## config.mk

```make
export PLATFORM = sky130hd
export DESIGN_NAME = multicycle_control
export DESIGN_NICKNAME = d
export VERILOG_FILES = /design/src/rtl/multicycle_control.sv
export SDC_FILE = /design/constraint.sdc
export NUM_CORES = 1
export LEC_CHECK = 0
export BUFFER_PORTS_ARGS = -buffer_cell sky130_fd_sc_hd__buf_2
export CAP_MARGIN = 20
export CORE_AREA = 5 5 42 44
export DETAILED_ROUTE_END_ITERATION = 10
export DIE_AREA = 0 0 47 49
export GPL_ROUTABILITY_DRIVEN = 0
export PLACE_DENSITY = 0.87
export SYNTH_ARGS = -nofsm -noshare
export SYNTH_HDL_FRONTEND = slang
export SYNTH_SLANG_ARGS = --single-unit
```

## constraint.sdc

```tcl
create_clock -name clk -period 3.1 [get_ports clk]
set_input_delay 0.62 -clock clk [delete_from_list [all_inputs] [get_ports clk]]
set_output_delay 0.62 -clock clk [all_outputs]
set_load 0.01 [all_outputs]
```

## src/rtl/multicycle_control.sv

```systemverilog
// Main control FSM for the multicycle datapath: steps each instruction through
// fetch/decode/execute/memory/writeback and drives every mux select and write enable.
module multicycle_control #(
  parameter logic [5:0] OP_RTYPE = 6'b000000,
  parameter logic [5:0] OP_LW    = 6'b100011,
  parameter logic [5:0] OP_SW    = 6'b101011,
  parameter logic [5:0] OP_BEQ   = 6'b000100,
  parameter logic [5:0] OP_J     = 6'b000010,
  parameter logic [5:0] OP_ADDI  = 6'b001000
) (
  input  logic       clk,
  input  logic       rst_n,
  input  logic [5:0] opcode,
  input  logic       mem_ready,
  output logic       pc_write,
  output logic       pc_write_cond,
  output logic       i_or_d,
  output logic       mem_read,
  output logic       mem_write,
  output logic       ir_write,
  output logic       mem_to_reg,
  output logic       reg_dst,
  output logic       reg_write,
  output logic       alu_src_a,
  output logic [1:0] alu_src_b,
  output logic [1:0] alu_op,
  output logic [1:0] pc_source,
  output logic [3:0] state,
  output logic       illegal_op
);

  typedef enum logic [3:0] {
    S_IDLE   = 4'd0,
    S_FETCH  = 4'd1,
    S_DECODE = 4'd2,
    S_MEMADR = 4'd3,
    S_MEMRD  = 4'd4,
    S_MEMWB  = 4'd5,
    S_MEMWR  = 4'd6,
    S_EXEC   = 4'd7,
    S_ALUWB  = 4'd8,
    S_BRANCH = 4'd9,
    S_ADDIEX = 4'd10,
    S_ADDIWB = 4'd11,
    S_JUMP   = 4'd12
  } state_t;

  state_t state_q;

  function automatic logic is_legal(input logic [5:0] op);
    return (op == OP_RTYPE) || (op == OP_LW) || (op == OP_SW) ||
           (op == OP_BEQ) || (op == OP_J) || (op == OP_ADDI);
  endfunction

  // Reset wins over every transition, so an interrupted instruction leaves no trace.
  always_ff @(posedge clk) begin
    if (!rst_n) begin
      state_q <= S_IDLE;
    end else begin
      case (state_q)
        S_IDLE:   state_q <= S_FETCH;
        S_FETCH:  state_q <= mem_ready ? S_DECODE : S_FETCH;
        S_DECODE: begin
          if ((opcode == OP_LW) || (opcode == OP_SW)) state_q <= S_MEMADR;
          else if (opcode == OP_RTYPE)                state_q <= S_EXEC;
          else if (opcode == OP_BEQ)                  state_q <= S_BRANCH;
          else if (opcode == OP_J)                    state_q <= S_JUMP;
          else if (opcode == OP_ADDI)                 state_q <= S_ADDIEX;
          else                                        state_q <= S_FETCH;
        end
        S_MEMADR: state_q <= (opcode == OP_LW) ? S_MEMRD : S_MEMWR;
        S_MEMRD:  state_q <= mem_ready ? S_MEMWB : S_MEMRD;
        S_MEMWB:  state_q <= S_FETCH;
        S_MEMWR:  state_q <= mem_ready ? S_FETCH : S_MEMWR;
        S_EXEC:   state_q <= S_ALUWB;
        S_ALUWB:  state_q <= S_FETCH;
        S_BRANCH: state_q <= S_FETCH;
        S_ADDIEX: state_q <= S_ADDIWB;
        S_ADDIWB: state_q <= S_FETCH;
        S_JUMP:   state_q <= S_FETCH;
        default:  state_q <= S_FETCH;
      endcase
    end
  end

  assign state = state_q;

  // Moore decode of the state register; only FETCH enables and illegal_op see inputs.
  always_comb begin
    pc_write      = 1'b0;
    pc_write_cond = 1'b0;
    i_or_d        = 1'b0;
    mem_read      = 1'b0;
    mem_write     = 1'b0;
    ir_write      = 1'b0;
    mem_to_reg    = 1'b0;
    reg_dst       = 1'b0;
    reg_write     = 1'b0;
    alu_src_a     = 1'b0;
    alu_src_b     = 2'b00;
    alu_op        = 2'b00;
    pc_source     = 2'b00;
    illegal_op    = 1'b0;
    case (state_q)
      S_FETCH: begin
        mem_read  = 1'b1;
        alu_src_b = 2'b01;
        pc_write  = mem_ready;
        ir_write  = mem_ready;
      end
      S_DECODE: begin
        alu_src_b  = 2'b11;
        illegal_op = ~is_legal(opcode);
      end
      S_MEMADR, S_ADDIEX: begin
        alu_src_a = 1'b1;
        alu_src_b = 2'b10;
      end
      S_MEMRD: begin
        i_or_d   = 1'b1;
        mem_read = 1'b1;
      end
      S_MEMWB: begin
        reg_write  = 1'b1;
        mem_to_reg = 1'b1;
      end
      S_MEMWR: begin
        i_or_d    = 1'b1;
        mem_write = 1'b1;
      end
      S_EXEC: begin
        alu_src_a = 1'b1;
        alu_op    = 2'b10;
      end
      S_ALUWB: begin
        reg_write = 1'b1;
        reg_dst   = 1'b1;
      end
      S_BRANCH: begin
        alu_src_a     = 1'b1;
        alu_op        = 2'b01;
        pc_source     = 2'b01;
        pc_write_cond = 1'b1;
      end
      S_ADDIWB: reg_write = 1'b1;
      S_JUMP: begin
        pc_source = 2'b10;
        pc_write  = 1'b1;
      end
      default: ;
    endcase
  end

endmodule

```

==> impl_metrics.py <==
metrics = {
    "sta": {
        "fin_ws_ns": 0.789,
        "clock_skew_ns": 0.00350,
        "max-slew-margin-rel": 0.559,
        "hold-worst-slack_ns": 0.649,
        "setup_viol": 0,
        "setup-tns-final_ns": 0,
        "timing.fmax_ghz": 0.433,
        "finalHoldViolCount": 0,
        "tightest_slew_ns": 0.660,
        "post-route-period-util": 0.745,
        "slew_viol_final": 0,
        "min_period_ns": 2.31,
        "grt_setup_unrepaired": "false",
    },
    "global_route": {
        "grt_use_total": 0.132,
        "antenna_found_initial": 0,
        "grt_pass1_wl_um": 2350,
        "gr-total-overflow": 0,
        "grt_max_degree": 20,
        "grt_pass1_vias": 606,
    },
    "detailed_routing": {
        "vias": 644,
        "drtIter0Drc": 3,
        "post-route-drc-count": 0,
        "wl_per_cell_um": 12.3,
        "via_per_inst": 5.37,
        "finalWirelength_um": 1470,
        "first_pass_iters": 3,
        "ant_nets": 0,
    },
    "pwr": {
        "vdd_drop_max_mv": 0.128,
        "powerDensity_mw_per_mm2": 238,
        "p_leak_nw": 0.332,
        "design_power_total_mw": 0.166,
    },
    "placement": {
        "dpl.cell_count": 117,
        "port_buffers": 29,
        "dp_hpwl_um": 1140,
        "pre_cts_ws_ns": 0.777,
    },
    "die": {
        "die_area_mm2": 0.00230,
        "core_area_mm2": 0.00140,
        "num_rows": 14,
        "initial_core_util": 0.400,
        "die_w_um": 47,
        "io_pins": 30,
        "die_y_um": 49,
    },
    "setup_path": {
        "worst_path_most_repeated_cell": "buf_2",
        "end_kind": "primary output",
        "arrival_ns": 1.69,
        "slowest_stage": "maj3_1",
        "path_max_fanout": 6,
        "r2r_setup_slack_ns": 1.41,
        "worstPathCellList": "buf_2 > maj3_1 > o32a_1 > o21a_1 > buf_2",
        "critical-path-max-stage-delay_ns": 0.35,
        "r2r-end": "state[3]$_SDFF_PN0_",
        "path_class": "input pin to primary output",
        "r2r-start": "state[1]$_SDFF_PN0_",
        "cp.required_ns": 2.48,
        "ff2ff_path_depth": 4,
        "cp-start-kind": "input pin",
    },
    "worst_hold_path": {
        "hold_start": "rst_n",
        "whs_path_depth": 2,
        "holdPathEnd": "state[0]$_SDFF_PN0_",
        "min_path_type": "input pin to flop",
    },
    "yosys": {
        "synth_cells": 79,
        "synth_edf_count": 0,
        "synthArstFlopShare": 0,
        "avgSynthCellArea_um2": 7.10,
        "ys_ff_latch": 4,
        "synth_nets": 88,
        "ys.warnings.count": 0,
        "ys_top_cells_by_area": "dfxtp_1 14%, nor2_1 8.0%, mux2i_1 7.1%",
        "seq_area_frac_synth": 0.143,
        "yosysTopAreaCell": "dfxtp_1",
        "synth-main-ff-cell": "dfxtp_1",
        "yosysTopAreaCellShare": 0.143,
        "synthDistinctLibCells": 31,
        "synth_area_um2": 561,
    },
    "clocking": {
        "cts_tree": "done",
        "cts_sinks": 4,
        "htreeDepth": 1,
        "numCtsBuffers": 3,
        "clock_path_buffers": 2,
        "cts.clk_slew.worst_paths_ns": 0.04,
        "clock_latency_ns": 0.23,
        "cts_resized": 0,
        "clockRootBuffer": "clkbuf_4",
        "ctsHoldBuffers": 0,
        "postCtsSetupBuffers": 0,
    },
    "run": {
        "cap_violations": 0,
    },
    "finish": {
        "regArea_um2": 80.1,
        "largest_reg_flops": 4,
        "finalNonFillerCells": 120,
        "diodes": 0,
        "area_growth_pct": 24.8,
        "fill_cells": 155,
        "fin_nets": 115,
        "final_layout_size_suffix_gt1_frac": 0.356,
        "multiInputGateArea_um2": 432,
    },
    "status": {
        "status": "finished clean",
    },
}
Yosys cell counts (3+ instances only):
cell type  instances
or3_1              4
dfxtp_1            4
nor2b_1            4
buf_2              3
mux2i_1            4
nand2b_1           4
nor3_1             3
nand2_1            6
nor2_1            12
a21boi_0           3
o21ai_0            6
layout by cell type (no fill, tap or decap), drive strengths merged:
cell / Yosys / routed
a21boi: 3 / 3
a21o: 2 / 2
a21oi: 1 / 1
a31oi: 2 / 2
buf: 6 / 29
clkbuf: 1 / 3
dfxtp: 4 / 4
maj3: 1 / 1
mux2i: 4 / 4
nand2: 7 / 7
nand2b: 4 / 4
nand3: 2 / 2
nand4: 2 / 2
nor2: 12 / 12
nor2b: 4 / 4
nor3: 3 / 3
nor4b: 1 / 1
o211ai: 1 / 1
o21a: 1 / 1
o21ai: 6 / 6
o22a: 1 / 1
o32a: 1 / 1
or2: 1 / 1
or2b: 1 / 1
or3: 4 / 4
or3b: 1 / 1
xnor2: 1 / 1
xor2: 2 / 2
routing by layer:
| layer | vias up | global-route usage | wire [um] | share of wire |
|---|---|---|---|---|
| met5 | - | 0 | 0 | 0 |
| met2 | 16 | 0.233 | 804 | 0.55 |
| met4 | 0 | 0.0829 | 19 | 0.013 |
| li1 | 328 | - | - | - |
| met3 | 2 | 0.0258 | 59 | 0.040 |
| met1 | 298 | 0.132 | 589 | 0.40 |
critical path: cells and delay by family:
kind	cells	cell delay, ns
buf+inv	2	0.26
fa+ha+maj	1	0.35
compound gates	2	0.46
through the flow:
step	cell area, um2	util
final	699	0.499
after global routing	699	0.499
after CTS	699	0.499
after detailed placement	677	0.483
after global placement	677	0.483
after floorplan	561	-
power breakdown:
part	total (mW)	switching [mW]	internal, mW
registers	0.0606	0.00741	0.0532
clock network	0.0629	0.0197	0.0432
logic	0.0426	0.0221	0.0205
total	0.166	0.0493	0.117
cell type report:
type,instances,share of cell area
clock buffers,3,0.0322
multi-input cells,68,0.617
flip-flops and latches,4,0.114
well taps,16,0.0286
repair buffers,29,0.208
worst max path at each step:
stage | to | from | cells past startpoint | slack, ns
finish | illegal_op | opcode[1] | 5 | 0.79
global placement | illegal_op | opcode[1] | 5 | 0.82
global route | pc_write | state[0]$_SDFF_PN0_ | 4 | 0.65
floorplan | illegal_op | opcode[1] | 3 | 1.05
detailed placement | illegal_op | opcode[1] | 5 | 0.78
CTS | illegal_op | opcode[1] | 5 | 0.78
kinds of logic (layout without fill, tap and decap cells):
logic type               after synthesis  after routing  share of synthesized area
AND/OR/NAND/NOR                       42             42                      0.415
XOR/XNOR                               3              3                     0.0469
flip-flops                             4              4                      0.143
multiplexers                           4              4                     0.0714
adder cells (fa/ha/maj)                1              1                     0.0179
buffers and inverters                  7             32                     0.0870
AO/OA/AOI/OAI                         18             18                      0.219
(Power assumes the default switching activity.)
